$ cat src/rtl/mod_counter_chain_pkg.sv
`default_nettype none
// ============================================================================
// Module  : mod_counter_chain_pkg
// Brief   : Shared constants and helpers for the modulo counter chain.
// Revision: 1.0 - initial release
// ============================================================================
package mod_counter_chain_pkg;

    localparam int c_default_digit_w = 4;
    // Widest packed chain value the MSD-first compare can handle.
    localparam int c_max_vec_w       = 64;

    // Bit position of the least significant bit of digit idx.
    function automatic int digit_lsb(input int idx, input int digit_w);
        return idx * digit_w;
    endfunction

    function automatic bit modulus_ok(input int modulus, input int digit_w);
        return (modulus >= 2) && (modulus <= ((1 << digit_w) - 1));
    endfunction

    // a <= b, deciding on the most significant differing digit.
    function automatic logic msd_first_le(input logic [c_max_vec_w-1:0] a,
                                          input logic [c_max_vec_w-1:0] b,
                                          input int num_digits,
                                          input int digit_w);
        logic [c_max_vec_w-1:0] mask;
        logic [c_max_vec_w-1:0] da;
        logic [c_max_vec_w-1:0] db;
        logic                   decided;
        logic                   result;
        mask    = (c_max_vec_w'(1) << digit_w) - c_max_vec_w'(1);
        decided = 1'b0;
        result  = 1'b1;
        for (int i = num_digits - 1; i >= 0; i--) begin
            da = (a >> (i * digit_w)) & mask;
            db = (b >> (i * digit_w)) & mask;
            if (!decided && (da != db)) begin
                decided = 1'b1;
                result  = (da < db);
            end
        end
        return result;
    endfunction

endpackage
`default_nettype wire

$ cat src/rtl/mod_counter_chain_digit.sv
`default_nettype none
// ============================================================================
// Module  : mod_digit
// Brief   : One modulo-MODULUS up/down digit with synchronous load.
// Revision: 1.0 - initial release
// ============================================================================
module mod_digit #(
    parameter int                 DIGIT_W = 4,
    parameter logic [DIGIT_W-1:0] MODULUS = 4'd10
) (
    input  logic               clk,
    input  logic               reset,
    input  logic               step,
    input  logic               up_dn,
    input  logic               load,
    input  logic [DIGIT_W-1:0] load_val,
    output logic [DIGIT_W-1:0] value,
    output logic               tc
);

    localparam logic [DIGIT_W-1:0] c_max = MODULUS - 1'b1;

    logic [DIGIT_W-1:0] value_d;
    logic [DIGIT_W-1:0] value_q;

    assign tc    = up_dn ? (value_q == c_max) : (value_q == '0);
    assign value = value_q;

    always_comb begin
        value_d = value_q;
        if (load) begin
            value_d = load_val;
        end else if (step) begin
            if (up_dn) begin
                value_d = tc ? '0 : value_q + 1'b1;
            end else begin
                value_d = tc ? c_max : value_q - 1'b1;
            end
        end
    end

    always_ff @(posedge clk) begin
        if (reset) begin
            value_q <= '0;
        end else begin
            value_q <= value_d;
        end
    end

endmodule
`default_nettype wire

$ cat src/rtl/mod_counter_chain.sv
`default_nettype none
// ============================================================================
// Module  : mod_counter_chain
// Brief   : Cascade of per-digit modulo counters with validated load and a
//           registered chain carry. Optional macro MOD_COUNTER_CHAIN_WRAP_LIMIT_EN
//           wraps the chain at LIMIT instead of the full mixed-radix range.
// Revision: 1.0 - initial release
// ============================================================================
module mod_counter_chain
    import mod_counter_chain_pkg::*;
#(
    parameter int                            NUM_DIGITS = 2,
    parameter int                            DIGIT_W    = c_default_digit_w,
    parameter logic [NUM_DIGITS*DIGIT_W-1:0] MOD_LIST   = {4'd6, 4'd10},
    parameter logic [NUM_DIGITS*DIGIT_W-1:0] LIMIT      = {4'd2, 4'd3}
) (
    input  logic                          clk,
    input  logic                          reset,
    input  logic                          en,
    input  logic                          up_dn,
    input  logic                          load,
    input  logic [NUM_DIGITS*DIGIT_W-1:0] load_val,
    output logic [NUM_DIGITS*DIGIT_W-1:0] count,
    output logic [NUM_DIGITS-1:0]         stage_tc,
    output logic                          carry_out,
    output logic                          load_err
);

    localparam int c_total_w = NUM_DIGITS * DIGIT_W;

    logic [NUM_DIGITS-1:0] w_digit_ok;
    logic [NUM_DIGITS-1:0] w_step;
    logic [c_total_w-1:0]  w_digit_load_val;
    logic                  w_load_ok;
    logic                  w_advance;
    logic                  w_wrap;
    logic                  w_force;
    logic                  w_digit_load;
    logic                  w_run;

    logic carry_d;
    logic carry_q;
    logic load_err_d;
    logic load_err_q;

    if (NUM_DIGITS < 1) begin : g_bad_num_digits
        $error("mod_counter_chain: NUM_DIGITS must be at least 1");
    end
    if (c_total_w > c_max_vec_w) begin : g_bad_total_w
        $error("mod_counter_chain: NUM_DIGITS*DIGIT_W exceeds 64 bits");
    end

    for (genvar i = 0; i < NUM_DIGITS; i++) begin : g_digit
        localparam logic [DIGIT_W-1:0] c_mod = MOD_LIST[digit_lsb(i, DIGIT_W) +: DIGIT_W];

        if (!modulus_ok(int'(c_mod), DIGIT_W)) begin : g_bad_mod
            $error("mod_counter_chain: modulus of digit %0d out of range", i);
        end

        assign w_digit_ok[i] = (load_val[digit_lsb(i, DIGIT_W) +: DIGIT_W] < c_mod);

        mod_digit #(
            .DIGIT_W (DIGIT_W),
            .MODULUS (c_mod)
        ) u_digit (
            .clk      (clk),
            .reset    (reset),
            .step     (w_step[i]),
            .up_dn    (up_dn),
            .load     (w_digit_load),
            .load_val (w_digit_load_val[digit_lsb(i, DIGIT_W) +: DIGIT_W]),
            .value    (count[digit_lsb(i, DIGIT_W) +: DIGIT_W]),
            .tc       (stage_tc[i])
        );
    end

    assign w_advance = en & ~load;

    always_comb begin
        w_load_ok = &w_digit_ok;
`ifdef MOD_COUNTER_CHAIN_WRAP_LIMIT_EN
        w_load_ok = w_load_ok & msd_first_le(c_max_vec_w'(load_val), c_max_vec_w'(LIMIT),
                                             NUM_DIGITS, DIGIT_W);
        // Down-wrap still happens at all-zero, which is exactly all stages terminal.
        w_wrap    = up_dn ? (count == LIMIT) : (&stage_tc);
        w_force   = w_advance & w_wrap;
`else
        w_wrap    = &stage_tc;
        w_force   = 1'b0;
`endif
    end

    // A limit wrap reuses the digits' load path to jump to 0 or LIMIT.
    always_comb begin
        w_digit_load     = (load & w_load_ok) | w_force;
        w_digit_load_val = load_val;
        if (w_force) begin
`ifdef MOD_COUNTER_CHAIN_WRAP_LIMIT_EN
            w_digit_load_val = up_dn ? '0 : LIMIT;
`else
            w_digit_load_val = '0;
`endif
        end
    end

    // Digit i steps only when every lower digit sits at its terminal value.
    always_comb begin
        w_step = '0;
        w_run  = w_advance & ~w_force;
        for (int i = 0; i < NUM_DIGITS; i++) begin
            w_step[i] = w_run;
            w_run     = w_run & stage_tc[i];
        end
    end

    always_comb begin
        carry_d    = w_advance & w_wrap;
        load_err_d = load & ~w_load_ok;
    end

    always_ff @(posedge clk) begin
        if (reset) begin
            carry_q    <= 1'b0;
            load_err_q <= 1'b0;
        end else begin
            carry_q    <= carry_d;
            load_err_q <= load_err_d;
        end
    end

    assign carry_out = carry_q;
    assign load_err  = load_err_q;

endmodule
`default_nettype wire

$ cat config.mk
export PLATFORM = sky130hd
export DESIGN_NAME = mod_counter_chain
export DESIGN_NICKNAME = d
export VERILOG_FILES = /design/src/rtl/mod_counter_chain_pkg.sv /design/src/rtl/mod_counter_chain_digit.sv /design/src/rtl/mod_counter_chain.sv
export SDC_FILE = /design/constraint.sdc
export NUM_CORES = 1
export LEC_CHECK = 0
export ABC_AREA = 1
export BUFFER_PORTS_ARGS = -buffer_cell sky130_fd_sc_hd__buf_2
export CAP_MARGIN = 20
export CORE_MARGIN = 5
export CORE_UTILIZATION = 45
export DETAILED_ROUTE_END_ITERATION = 12
export PLACE_DENSITY_LB_ADDON = 0.25
export REMOVE_ABC_BUFFERS = 1
export SLEW_MARGIN = 20
export SYNTH_ARGS = -nofsm -noshare
export SYNTH_HDL_FRONTEND = slang
export SYNTH_HIERARCHICAL = 1
export SYNTH_SLANG_ARGS = --single-unit
$ cat constraint.sdc
create_clock -name clk -period 4.8 [get_ports clk]
set_clock_uncertainty 0.05 [all_clocks]
set_input_delay 0.72 -clock clk [delete_from_list [all_inputs] [get_ports clk]]
set_output_delay 0.72 -clock clk [all_outputs]
set_load 0.1 [all_outputs]
# --- Yosys cells after proc, flatten, opt, wreduce, memory -nomap -nowiden ---
# Cells that the tools add are included.
# W data, S select, Z words.
totals:
  ff_bits: 10
  inputBits: 13
  out_inout_bits: 12
  wordCells: 37
op_classes:
  add_sub_neg: 4
  magnitude_cmp: 2
  n_eq_ne: 2
  muxes: 12
  bitwise: 7
  reduce_logical: 6
op_table:
  columns: ["operator", "n"]
  rows:
  - ["$mux W4", 10]
  - ["$add A4 B1 Y4 const B", 2]
  - ["$logic_not A4 Y1", 2]
  - ["$sub A4 B1 Y4 const B", 2]
  - ["$and A1 B1 Y1", 5]
  - ["$eq A4 B3 Y1 const B", 1]
  - ["$eq A4 B4 Y1 const B", 1]
  - ["$lt A4 B3 Y1 const B", 1]
  - ["$lt A4 B4 Y1 const B", 1]
  - ["$reduce_and A2 Y1", 2]
  - ["$reduce_bool A2 Y1", 2]
  - ["$mux W1", 2]
  - ["$not A1 Y1", 2]

# --- Logic depth before layout (Yosys ltp) ---
# Gate-level depths: netlist (run 1).
depth:
  depth_word: 6
  mapped_depth: 12
  ltp_nobuf: 12

# --- Modules after synthesis ---
# The synthesis (run 1) kept the hierarchy.
by_module_without_submodules:
  columns: ["module", "n_inst", "cells_each", "area_each_um2", "seq_area_each_um2"]
  rows:
  - ["mod_digit at g_digit[1].u_digit", 1, 65, 400.4, 80.1]
  - ["mod_digit at g_digit[0].u_digit", 1, 59, 386.6, 80.1]
  - ["mod_counter_chain", 1, 19, 108.9, 40.0]

# --- Worst setup path after synthesis (run 1) ---
# No wires, ideal clock.
synth_timing:
  path_kind: "flip-flop to flip-flop"
  from: "register g_digit[0].u_digit.value_q[0]"
  to: "register g_digit[1].u_digit.value_q[3]"
  setup_ps: 71
  t_arrival_ps: 2880
  required_time_ps: 4679
  path_slack_ps: 1800
  stages_incl_launch_ff: 12
  path_buffers: 0
  synth_period_minus_slack_ps: 3000
  cell_sequence: "dfxtp_1 -> inv_1 -> ha_1 -> nand3_2 -> nand2_2 -> nand2_2 -> inv_1 -> nand3_1 -> inv_1 -> nor2_1 -> a22oi_1 -> a21oi_1"
synth_via:
  elab_chain_cells: 4
  word_cells_on_any_way: 5
  cone_classes: "eq/ne (1); mux (1); bitwise (1); reduce/logical (2)"
synth_rtl:
  columns: ["element", "line_no", "source"]
  rows:
  - ["start, declared", "mod_counter_chain_digit.sv:24", "logic [DIGIT_W-1:0] value_q;"]
  - ["start signal, assigned", "mod_counter_chain_digit.sv:46", "value_q <= value_d;"]
  - ["$eq A4 B4 Y1 or $logic_not A4 Y1 (tied branches)", "mod_counter_chain_digit.sv:26", "assign tc = up_dn ? (value_q == c_max) : (value_q == '0);"]
  - ["$mux W1 (*)", "mod_counter_chain_digit.sv:26", null]
  - ["via stage_tc[0]", "mod_counter_chain.sv:24", "output logic [NUM_DIGITS-1:0] stage_tc,"]
  - ["$and A1 B1 Y1 (*)", "mod_counter_chain.sv:112", "w_run = w_run & stage_tc[i];"]
  - ["via w_step[1]", "mod_counter_chain.sv:32", "logic [NUM_DIGITS-1:0] w_step;"]
  - ["$reduce_bool A2 Y1 (no source line) (*)", null, null]
  - ["end signal, assigned", "mod_counter_chain_digit.sv:46", null]
  - ["end, declared", "mod_counter_chain_digit.sv:24", null]
# The timed path passes the listed nets; every way through them passes the cells marked *.
# A chain may end at the register's enable or synchronous reset.

# --- Worst setup path in the final report (run 1) ---
layout_timing:
  from: "register g_digit[1].u_digit.value_q[0]"
  to: "output stage_tc[1]"
layout_via:
  elab_chain_cells: 2
  word_cells_on_any_way: 3
  cone_classes: "eq/ne (1); mux (1); reduce/logical (1)"
layout_rtl:
  columns: ["element", "line_no"]
  rows:
  - ["$eq A4 B3 Y1 or $logic_not A4 Y1 (tied branches)", "mod_counter_chain_digit.sv:26"]
  - ["$mux W1 (*)", "mod_counter_chain_digit.sv:26"]
  - ["end, declared", "mod_counter_chain.sv:24"]
# Mark *: on every way between the ends. The rest lies on a longest branch, timed or not.

==> impl_metrics.ini, run 1 <==
[outcome]
outcome = complete, no violations

[synth]
syn_avg_cell_area_um2 = 6.265
synth.yosys.seq_area_share_pct = 22.35
netlist_area_um2 = 895.9
ys_async_sr_fraction_pct = 0
synth_ff_type = dfxtp_1
ys_types = 24
ys_warn_count = 6
synth_cells = 143
synth-edff-count = 0
synth_seq_cells = 10

[power_and_ir_drop]
combPwrFrac_pct = 43.9
finalPower_w = 0.0003102
clock_power_share_pct = 24.1
pwr-share-seq_pct = 32.1
ir_worst_vdd_mv = 0.2138
p_leak_nw = 0.5704
p_sw_share_pct = 45.25
powerDensity_nw_per_um2 = 290.3
power.internal_w = 0.0001698
power.switching_w = 0.0001403

[clock_tree]
path_clk_slew_ps = 70
cts_hold_buf = 0
post_cts_buffers = 0
cts-htree-levels = 1
cts_tree = yes
root_buffer = clkbuf_4
cts_buffers = 3
cts.sinks = 10
clock_path_buffers = 2
cts.repair.resized = 0
clk_latency_ps = 260

[die]
pin_count = 25
row_count = 16
dieHeight_um = 54.62
die-area_um2 = 2983
core_area_um2 = 1922
die_x_um = 54.62
initial_core_util_pct = 46.61

[setup_path]
cp.required_ps = 4030
crit_path_max_fanout = 7
path_buf_inv = 3
critPathLaunchType = flip-flop
rrSetupSlack_ps = 2860
r2r_cells = 11
end_kind = output pin
path_cells = inv_1, ha_1, nand2_2, nand2_1, nand2_1, inv_1, buf_2
critical_path.max_stage_delay_ps = 420
regToRegStartpoint = g_digit[0].u_digit/value[0]
crit_type = reg -> out
crit_slowest_cell = buf_2
startpoint = g_digit[1].u_digit/value[0]
r2r_end = g_digit[1].u_digit/value[3]
crit_arrival_ps = 1770
endpoint = stage_tc[1]
path_depth = 7
critPathTopFamily = buffers and inverters

[timing]
rsz0062_at_grt = false
period_needed_ps = 2540
maxSlewHeadroom_pct = 53.02
hold_viol_final = 0
setup_slack_ps = 2260
worstMarginPinSlew_ps = 700.8
slew_violations = 0
setup_tns_ps = 0
fin_worst_hold_slack_ps = 541.0
period_share_pct = 52.92
finalSetupViolCount = 0
fmax_mhz = 393.7

[final_layout]
nFillCells = 195
final_cell_mix = 41 x nand2_1, 24 x buf_2, 20 x inv_1
drive_gt1_share_pct = 27.81
final_common_cell = nand2_1
antenna_cells = 0
fin_area_um2 = 1069
syn_to_final_growth_pct = 19.27
fin_nets = 189

[route]
vias = 926
drt-initial-drc-count = 35
avgRoutedWirePerCell_um = 10.40
route.detailed.drc = 0
vias_per_cell = 4.724
antenna_left = 0
dr.pass1.iters = 4
finalWirelength_um = 2039

[grt]
grt_first_pass_wirelength_um = 3360
grt-ovfl-total = 0
antenna_found_initial = 0
grt.total_usage_pct = 14.99
grt_max_degree = 14
grt_pass1_vias = 805

[placed_design]
port_buffers = 24
place_area_um2 = 1027
dp_hpwl_um = 1615
gp_congestion = 0.8188
post-place-ws_ps = 2104

[hold_path]
hp-class = reg -> reg

[run]
drv_cap = 0
## flip-flops by register name, indices dropped and copies added (netlist names)
register and count:
carry_out 1, g_digit.u_digit/value 8, load_err 1
## cells by family after synthesis
group / synth area share [%]
AOI/OAI and AO/OA: 11.73
and+or+nand+nor: 40.50
adders and majority gates: 8.380
buffers and inverters: 13.13
DFF: 22.35
xor gates and xnor gates: 3.911
## worst min path at each step
stage | to | start | slack, ps | depth (start not counted)
after floorplan | g_digit[0].u_digit/value[3] | reset | 730 | 1
after global placement | g_digit[0].u_digit/value[3] | g_digit[0].u_digit/value[3] | 510 | 2
final | g_digit[0].u_digit/value[3] | g_digit[0].u_digit/value[3] | 540 | 2
after detailed placement | g_digit[0].u_digit/value[3] | g_digit[0].u_digit/value[3] | 520 | 2
after global routing | g_digit[1].u_digit/value[0] | g_digit[1].u_digit/value[0] | 570 | 2
after CTS | g_digit[0].u_digit/value[3] | g_digit[0].u_digit/value[3] | 530 | 2
## cell type report
cell class / count / area, um2 / share of cell area [%]
clock buffers: 4 / 36.28 / 3.396
inverters: 24 / 95.09 / 8.899
multi-input cells: 107 / 583.1 / 54.57
flip-flops and latches: 10 / 200.2 / 18.74
well taps: 27 / 33.78 / 3.162
repair buffers: 24 / 120.1 / 11.24
## layer usage
layer,global-route usage [%],routed length [um]
met2,22.64,923
met3,2.180,121
met1,21.11,981
met5,0,0
met4,5.809,13
## power by group through the flow
stage | Combinational (W) | Clock (W) | Sequential (W)
global route | 0.000147 | 0.0000811 | 0.000101
floorplan | 0.0000715 | 0 | 0.000139
CTS | 0.000136 | 0.0000769 | 0.0000994
global placement | 0.000134 | 0 | 0.000101
finish | 0.000136 | 0.0000747 | 0.0000994
detailed placement | 0.000135 | 0 | 0.000101
## through the flow
stage | std cells | util, %
after floorplan | 141 | -
after global placement | 192 | 53.45
after detailed placement | 192 | 53.45
after CTS | 196 | 55.34
after global routing | 196 | 55.60
final | 196 | 55.60
## worst min-delay path, cell delays in order (launching register included)
cell     delay (ps)
dfxtp_1         380
nand2_1         120
a21oi_2          50
## synthesized netlist by cell type (all sizes together), types with 2 or more instances
library cell / n / area share, %
a21oi: 8 / 5.3
xor2: 2 / 2.0
nand2: 46 / 21
a31oi: 2 / 1.4
a22oi: 3 / 2.5
inv: 24 / 11
nand4: 2 / 1.4
xnor2: 2 / 2.0
nand3: 12 / 8.4
dfxtp: 10 / 22
ha: 6 / 8.4
buf: 2 / 2.5
nor2: 19 / 8.8
No activity file was read; power rests on OpenSTA's default activity.
==> inputs of run 2 (changes only) <==
Clock period 4.8 ns to 2.39 ns, I/O delays scaled along.
==> impl_metrics.ini, run 2 (same netlist as run 1, synthesis figures left out) <==
[timing]
period_needed_ps = 2141
worstMarginPinSlew_ps = 488.1
period_share_pct = 89.60
fmax_mhz = 467.0
setup_slack_ps = 248.5
hold_viol_final = 0
maxSlewHeadroom_pct = 67.68
slew_violations = 0
rsz0062_at_grt = false
finalSetupViolCount = 0

[die]
initial_core_util_pct = 46.61
die-area_um2 = 2983
pin_count = 25
dieHeight_um = 54.62
core_area_um2 = 1922
die_x_um = 54.62
row_count = 16

[final_layout]
antenna_cells = 0
fin_nets = 191
stdcell_count = 197
multiInputGateArea_um2 = 578.1
seqCellArea_um2 = 200.2
nFillCells = 218
largest_reg_flops = 8
final_cell_mix = 41 x nand2_1, 24 x buf_2, 20 x inv_1
final_common_cell = nand2_1
syn_to_final_growth_pct = 18.85
drive_gt1_share_pct = 27.65

[placed_design]
dp_hpwl_um = 1628
port_buffers = 24
dp.cells = 194
gp_congestion = 0.8215
post-place-ws_ps = 491.0

[route]
drt-initial-drc-count = 37
wl_met3_um = 104
dr.pass1.iters = 4
vias = 943
top_layer = met4
met1_length_um = 1055
avgRoutedWirePerCell_um = 10.60
antenna_left = 0
vias_per_cell = 4.787
wl_met2_um = 918
finalWirelength_um = 2089
route.detailed.drc = 0

[grt]
grt_pass1_vias = 866
antenna_found_initial = 0
grt.total_usage_pct = 16.17
grt-ovfl-total = 0
grt_first_pass_wirelength_um = 3546
grt_max_degree = 14

[clock_tree]
path_clk_slew_ps = 60
cts_tree = yes
root_buffer = clkbuf_4
cts_buffers = 3
clock_path_buffers = 2
cts.repair.resized = 0
clk_latency_ps = 250
cts-htree-levels = 1
post_cts_buffers = 0
cts.sinks = 10
cts_hold_buf = 0

[run]
drv_cap = 0

[hold_path]
hold_path_startpoint = load_val[1]
hp-class = in -> reg

[power_and_ir_drop]
ir_worst_vdd_mv = 0.3989
powerDensity_nw_per_um2 = 551.2
p_leak_nw = 0.5731

[setup_path]
cp.required_ps = 1980
end_kind = output pin
crit_slowest_cell = buf_2
path_cells = inv_1, ha_1, nand3_2, nand2_2, nand2_2, inv_1, buf_2
crit_arrival_ps = 1730
startpoint = g_digit[0].u_digit/value[0]
crit_type = reg -> out
critical_path.max_stage_delay_ps = 430
regToRegStartpoint = g_digit[0].u_digit/value[0]
critPathLaunchType = flip-flop
crit_path_max_fanout = 7

[outcome]
outcome = complete, no violations
[run 2: critical path, delay by kind of cell, from the launching register on]
| kind | cells | cell delay (ps) |
|---|---|---|
| buf+inv | 3 | 650 |
| fa+ha+maj | 1 | 210 |
| flops | 1 | 370 |
| simple gates | 3 | 260 |
[run 2: report_power, final]
part	internal [W]	switching (W)
clock	0.0000580	0.0000530
combinational	0.0000730	0.000206
sequential	0.000178	0.0000193
[run 2: final timing paths]
kind / end / slack [ps] / cells past startpoint
worst max-delay path: stage_tc[0] / 250 / 7
worst min-delay path: g_digit[0].u_digit/value[1] / 330 / 3
worst max register to register: g_digit[1].u_digit/value[0] / 450 / 12
worst min register to register: g_digit[0].u_digit/value[3] / 530 / 2
[run 2: metal layers]
metal  vias to the layer above  global-route usage, %
met3                         2                  2.452
met1                       420                  22.59
met5                         -                      0
met4                         0                  7.469
met2                        20                  24.02
li1                        501                      -
[run 2: final cells by class]
cell class              count  area share (%)
clock buffers               3           2.115
inverters                  24           8.931
multi-input cells         107           54.29
flip-flops and latches     10           18.80
well taps                  27           3.173
repair buffers             26           12.69
[run 2: per-stage QoR]
stage	area, um2	hold WS (ps)	TNS [ps]	total power, W	util, %
2_1_floorplan	873.3	370.9	-3120	0.0004221	-
3_3_place_gp	1042	512.6	0	0.0004758	54.23
3_5_place_dp	1042	519.4	0	0.0004787	54.23
4_1_cts	1065	324.6	0	0.0005922	55.40
5_1_grt	1065	351.1	0	0.0006237	55.40
6_report	1065	332.1	0	0.0005868	55.40
